==> src/rtl/loom_multi_scan_ctrl.sv <==
// Multi-chain scan sequencer: capture, restore or swap of NumChains chains.
// Optional abort support is enabled by defining LOOM_SCAN_ABORT_EN.
module loom_multi_scan_ctrl #(
    parameter int unsigned NumChains  = 4,
    parameter int unsigned CountWidth = 16
) (
    input  logic                  clk_i,
    input  logic                  rst_ni,
    input  logic                  cmd_valid_i,
    input  logic [1:0]            cmd_i,
    input  logic [CountWidth-1:0] shift_count_i,
    input  logic                  in_valid_i,
    output logic                  in_ready_o,
    input  logic [NumChains-1:0]  in_data_i,
    output logic                  out_valid_o,
    input  logic                  out_ready_i,
    output logic [NumChains-1:0]  out_data_o,
    output logic                  busy_o,
    output logic                  done_o,
    output logic [CountWidth-1:0] remaining_o,
    output logic                  scan_enable_o,
    output logic [NumChains-1:0]  scan_in_o,
    input  logic [NumChains-1:0]  scan_out_i,
    output logic                  clk_gate_en_o
`ifdef LOOM_SCAN_ABORT_EN
    ,
    input  logic                  abort_i,
    output logic                  aborted_o
`endif
);

    typedef enum logic [1:0] {
        StIdle,
        StSetup,
        StShift,
        StComplete
    } state_e;

    localparam logic [1:0] CmdNop     = 2'd0;
    localparam logic [1:0] CmdCapture = 2'd1;
    localparam logic [1:0] CmdRestore = 2'd2;
    localparam logic [1:0] CmdSwap    = 2'd3;

    state_e                  state_q;
    state_e                  state_d;
    logic [1:0]              cmd_q;
    logic [CountWidth-1:0]   rem_q;

    logic accept;
    logic rem_nz;
    logic do_cap;
    logic do_rst;
    logic in_ok;
    logic out_ok;
    logic abort_act;
    logic active;
    logic fire;

    assign accept = (state_q == StIdle) && cmd_valid_i && (cmd_i != CmdNop);
    assign rem_nz = (rem_q != '0);
    assign do_cap = (cmd_q == CmdCapture) || (cmd_q == CmdSwap);
    assign do_rst = (cmd_q == CmdRestore) || (cmd_q == CmdSwap);
    assign in_ok  = !do_rst || in_valid_i;
    assign out_ok = !do_cap || out_ready_i;

`ifdef LOOM_SCAN_ABORT_EN
    assign abort_act = abort_i &&
                       ((state_q == StSetup) || (state_q == StShift));
`else
    assign abort_act = 1'b0;
`endif

    // Stream handshakes are only offered while a shift could actually fire.
    assign active = (state_q == StShift) && rem_nz && !abort_act;
    assign fire   = active && in_ok && out_ok;

    always_ff @(posedge clk_i or negedge rst_ni) begin
        if (!rst_ni) begin
            state_q <= StIdle;
        end else begin
            state_q <= state_d;
        end
    end

    always_ff @(posedge clk_i or negedge rst_ni) begin
        if (!rst_ni) begin
            cmd_q <= CmdNop;
            rem_q <= '0;
        end else if (accept) begin
            cmd_q <= cmd_i;
            rem_q <= shift_count_i;
        end else if (fire) begin
            rem_q <= rem_q - CountWidth'(1);
        end
    end

`ifdef LOOM_SCAN_ABORT_EN
    always_ff @(posedge clk_i or negedge rst_ni) begin
        if (!rst_ni) begin
            aborted_o <= 1'b0;
        end else if (accept) begin
            aborted_o <= 1'b0;
        end else if (abort_act) begin
            aborted_o <= 1'b1;
        end
    end
`endif

    always_comb begin
        state_d = state_q;
        unique case (state_q)
            StIdle: begin
                if (accept) state_d = StSetup;
            end
            StSetup: begin
                state_d = abort_act ? StComplete : StShift;
            end
            StShift: begin
                if (abort_act || !rem_nz) state_d = StComplete;
            end
            StComplete: begin
                state_d = StIdle;
            end
            default: state_d = StIdle;
        endcase
    end

    always_comb begin
        busy_o        = 1'b0;
        done_o        = 1'b0;
        scan_enable_o = 1'b0;
        clk_gate_en_o = 1'b0;
        unique case (state_q)
            StIdle: begin
                clk_gate_en_o = 1'b1;
            end
            StSetup: begin
                busy_o        = 1'b1;
                scan_enable_o = 1'b1;
            end
            StShift: begin
                busy_o        = 1'b1;
                scan_enable_o = 1'b1;
                clk_gate_en_o = fire;
            end
            StComplete: begin
                busy_o = 1'b1;
                done_o = 1'b1;
            end
            default: begin
                clk_gate_en_o = 1'b1;
            end
        endcase
    end

    assign out_valid_o = active && do_cap && in_ok;
    assign in_ready_o  = active && do_rst && out_ok;
    assign out_data_o  = scan_out_i;
    assign remaining_o = rem_q;
    assign scan_in_o   = (do_rst && ((state_q == StSetup) ||
                                     (state_q == StShift)))
                         ? in_data_i : '0;

endmodule
==> config.mk <==
export PLATFORM = sky130hd
export DESIGN_NAME = loom_multi_scan_ctrl
export DESIGN_NICKNAME = d
export VERILOG_FILES = /design/src/rtl/loom_multi_scan_ctrl.sv
export SDC_FILE = /design/constraint.sdc
export NUM_CORES = 1
export LEC_CHECK = 0
export CAP_MARGIN = 20
export CORE_MARGIN = 2
export CORE_UTILIZATION = 45
export CTS_CLUSTER_SIZE = 16
export DETAILED_ROUTE_END_ITERATION = 12
export PLACE_DENSITY = 0.85
export SETUP_SLACK_MARGIN = 0.2
export SLEW_MARGIN = 10
export SYNTH_ARGS = -nofsm -noshare
export SYNTH_HDL_FRONTEND = slang
export SYNTH_SLANG_ARGS = --single-unit
==> constraint.sdc <==
create_clock -name clk_i -period 4.4 [get_ports clk_i]
set_input_delay 1.32 -clock clk_i [delete_from_list [all_inputs] [get_ports clk_i]]
set_output_delay 1.32 -clock clk_i [all_outputs]
set_load 0.02 [all_outputs]
# == Word-level counts from Yosys, hierarchy flattened ==
# Index checks and enable logic that the tools add are counted.
# word_totals
register_bits,20
out_inout_bits,30
# op_classes
add_sub_neg,1
eq_ne,8
muxes,10
n_reduce_logical,24
# op_table
operator,count
$mux 16,2
$reduce_bool 16->1,1
$sub 16x1->16 const B,1
$logic_and 1x1->1,10
$eq 2x2->1 const B,4
$pmux 2 s4,1
$logic_or 1x1->1,5
$eq 2x1->1 const B,2
$mux 2,2
$mux 4,1
$ne 2x2->1 const B,2
$reduce_bool 2->1,2
$mux 1,3
$reduce_or 3->1,1
$logic_not 1->1,2
$logic_not 2->1,1
$pmux 1 s2,1
$reduce_and 2->1,1
$reduce_or 2->1,1

# == Longest topological paths before layout ==
# depth
ltp_word,8
depth_mapped,7

# == Worst setup path before layout ==
# OpenSTA, ideal clock, no wires.
# synth_timing
path_type,register to output
startpoint,"register rem_q[0], in the netlist remaining_o[0]"
endpoint,output port clk_gate_en_o
arrival_time_ns,2.093
path_slack_ns,0.987
stages_incl_launch_ff,7
n_path_buf,0
cell_sequence,dfrtp_1 > inv_1 > ha_1 > or3b_1 > nor3_1 > a21oi_2 > or2_2
# synth_between
elab_chain_len,5
# synth_lines
item,line,text
from (decl),47,logic [CountWidth-1:0] rem_q;
from (signal assigned),91,rem_q <= shift_count_i;
from (signal assigned),93,rem_q <= rem_q - CountWidth'(1);
$reduce_bool 16->1,60,assign rem_nz = (rem_q != '0);
$logic_and 1x1->1,74,assign active = (state_q == StShift) && rem_nz && !abort_act;
$logic_and 1x1->1 (2 in a row),75,assign fire = active && in_ok && out_ok;
$pmux 1 s2,133,unique case (state_q)
to (decl),24,output logic clk_gate_en_o
# No other way between the ends.

# == Worst setup path after layout ==
# layout_timing
startpoint,input port out_ready_i
endpoint,output port clk_gate_en_o
# layout_between
elab_chain_len,3
# layout_lines
item,line,text
from (decl),16,"input logic out_ready_i,"
$logic_or 1x1->1,64,assign out_ok = !do_cap || out_ready_i;
$logic_and 1x1->1,75,
$pmux 1 s2,133,
# No other way between the ends.

==> out/metrics.csv <==
metric;value;unit
synth.top_cells.by_area;sky130_fd_sc_hd__dfrtp_1 36%, sky130_fd_sc_hd__nand2_1 6.2%, sky130_fd_sc_hd__xnor2_1 4.4%, sky130_fd_sc_hd__ha_1 3.6%, sky130_fd_sc_hd__or2_2 2.3%;
final_min_period_over_clock_period;92.21;%
layout-drive-gt1-share;12.38;%
hp-class;flop to flop;
netlist_area;0.001386;sq mm
detail_route.first_pass.iterations;4;
flow.area_growth_from_synthesis;40.70;%
worst-endpoint-required;3.08;ns
io_pins;61;
timing.final.hold_violations;0;
cp.depth;6;
max-vdd-ir-drop;0.3127;mV
final_nets;238;
vias_per_cell;5.685;
grt_antenna_before_repair;0;
pin_count_of_the_biggest_net_entering_global_routing;29;
reg2regPathDepth;5;
detailroute.via_count;1336;
ctsHtreeMaxLevel;1;
cellLeakagePower;0.7743;nW
flip_flop_and_latch_count_after_synthesis;20;
clk_transition_reported_paths;0.12;ns
fp.dieArea;0.003541;sq mm
slew_headroom;36.73;%
initialDrtViolationCount;55;
synth_top_area_share;36.10;%
avgRoutedWirePerCell;15.34;microns
coreArea;0.003003;sq mm
ys_async_sr_fraction;100.0;%
setup.worst_path.class;primary input to output port;
worst_skew_pair.late_latency;0.31;ns
cts_tree;built;
synth_enable_flop_cells;0;
dpl-instance-area;0.001916;sq mm
synth_nets;188;
initial_core_util;46.17;%
synth-main-ff-cell;sky130_fd_sc_hd__dfrtp_1;
first_global_vias;1309;
crit_path_end_kind;output port;
final_count_of_negative_setup_slack_endpoints;0;
number_of_port_buffers;52;
finalClockSkew;0.006096;ns
timing.critical_path.buf_inv;2;
cp_launch_type;primary input;
finalHoldWorstSlack;0.5346;ns
diodes;0;
cts.sinks;20;
final_util;64.96;%
fin_setup_tns;0;ns
clock_tree.root_cell;sky130_fd_sc_hd__clkbuf_4;
timing.critical_path.slowest_cell_delay;0.40;ns
part_of_the_yosys_area_used_for_sequential_elements;36.10;%
drt_drc_violations_left;0;
numCtsBuffers;3;
yosysMostFrequentCell;sky130_fd_sc_hd__nand2_1;
timing.final.crit_period;4.057;ns
final_max_slew_viol_count;0;
finalNonFillerCells;235;
chipWidth;59.51;microns
number_of_hold_buffers_added_after_cts;0;
dpl.cell_count;231;
outcome;finished, final reports clean;
crit_path_cell_trace;clkdlybuf4s50_1 -> nand2b_1 -> nand3_1 -> a21oi_2 -> or2_2 -> dlygate4sd2_1;
remaining_number_of_nets_flagged_by_the_antenna_check_after_routing;0;
first_pass_grt_wire_length;5.796;mm
cp_slowest_cell;sky130_fd_sc_hd__clkdlybuf4s50_1;
max_slew.worst_pin.slew;0.9460;ns
hold_path_depth;2;
path_max_fanout;4;
critical_path.top_delay_family;buffers and inverters;
synth-warning-count;0;
critical_path_data_arrival_time;2.74;ns
synth.largest_area_cell;sky130_fd_sc_hd__dfrtp_1;
grt_overflow;0;
wl;3.605;mm
p_per_area;669.8;mW/mm^2
maxClockFrequency;0.2465;GHz
die-height;59.51;microns
post_synth_num_cell_types;49;
placement_rows;20;
cell_count_after_synthesis;153;
fin_area;0.001951;sq mm
dp_hpwl;2.697;mm
timing.max_cap.violations;0;
overall_global_routing_usage;21.36;%
syn_avg_cell_area;9.061;sq um
finalWeightedCongestion;0.8095;
rsz0062_at_grt;no;
cts-root-to-sink-buffers;2;
synth.cells.most_frequent;23 x sky130_fd_sc_hd__nand2_1, 20 x sky130_fd_sc_hd__dfrtp_1, 7 x sky130_fd_sc_hd__nor2_1, 7 x sky130_fd_sc_hd__xnor2_1;
sequential cells by signal, indices dropped and copies added, names as in the netlist:
register     cells
remaining_o     16
cmd_q            2
state_q          2
logic make-up (layout without fill, tap and decap cells):
group	after synthesis	in the layout	share of synthesized area (%)
AO/OA/AOI/OAI	29	29	15.89
XOR/XNOR	7	7	4.422
buffers and inverters	16	65	5.595
AND/OR/NAND/NOR	73	73	31.14
adder cells (fa/ha/maj)	4	4	3.610
flip-flops	20	20	36.10
multiplexers	4	4	3.249
worst paths after layout:
check	startpoint	end	slack (ns)
max in group asynchronous	rst_ni	remaining_o[8]	2.30
hold reg to reg	cmd_q[0]	cmd_q[0]	0.53
hold / removal	cmd_q[0]	cmd_q[0]	0.53
min in group asynchronous	rst_ni	remaining_o[14]	1.52
setup reg to reg	remaining_o[10]	state_q[1]	2.08
setup / recovery	out_ready_i	clk_gate_en_o	0.34
worst min-delay path, delay by kind of cell, from the launching register on:
kind,cells,cell delay [ns]
and+or+nand+nor,2,0.12
DFF,1,0.40
through the flow:
stage | setup slack [ns] | total power (W)
2_1_floorplan | 0.9872 | 0.0008718
3_3_place_gp | 0.1589 | 0.001167
3_5_place_dp | 0.1284 | 0.001203
4_1_cts | 0.3433 | 0.001311
5_1_grt | 0.2505 | 0.001393
6_report | 0.3430 | 0.001307
cells in the final DEF (no fill, tap or decap), drive strengths merged, types with 2 or more instances in the layout:
master         instances
nand2                 24
a31oi                  2
and3                   4
a21oi                  3
o211ai                 4
nand2b                 2
a22oi                  2
or3                    6
xnor2                  7
dfrtp                 20
ha                     4
clkbuf                 4
nor4                   5
nor2                   7
nand4b                 2
buf                    3
clkdlybuf4s50         51
o21ai                  9
mux2i                  3
nand3                  2
nor4b                  2
o22a                   2
nor3                   7
or2                    6
inv                    6
nor3b                  2
power by group:
group          total [W]  internal (W)  switching, W
Sequential      0.000373      0.000268      0.000104
Combinational   0.000822      0.000398      0.000424
Clock           0.000112     0.0000506     0.0000611
cell type report:
cell class | instances | area [sq um]
inverters | 6 | 22.52
well taps | 33 | 41.29
flip-flops and latches | 20 | 500.5
repair buffers | 55 | 541.8
multi-input cells | 117 | 808.3
fillers | 261 | 1052
clock buffers | 4 | 36.28
layer usage:
metal / part of all wire, % / track usage, % / up-vias
li1: - / - / 643
met1: 43 / 27.00 / 643
met2: 50 / 37.83 / 46
met3: 5.3 / 2.183 / 4
met4: 1.2 / 6.984 / 0
met5: 0 / 0 / -
repair_timing:
item / CTS / global route
buffers inserted: 0 / 0
gates resized for setup: 1 / 0
endpoints found under the setup margin: 1 / 0
Note: power is estimated with default switching activity, not from simulation.
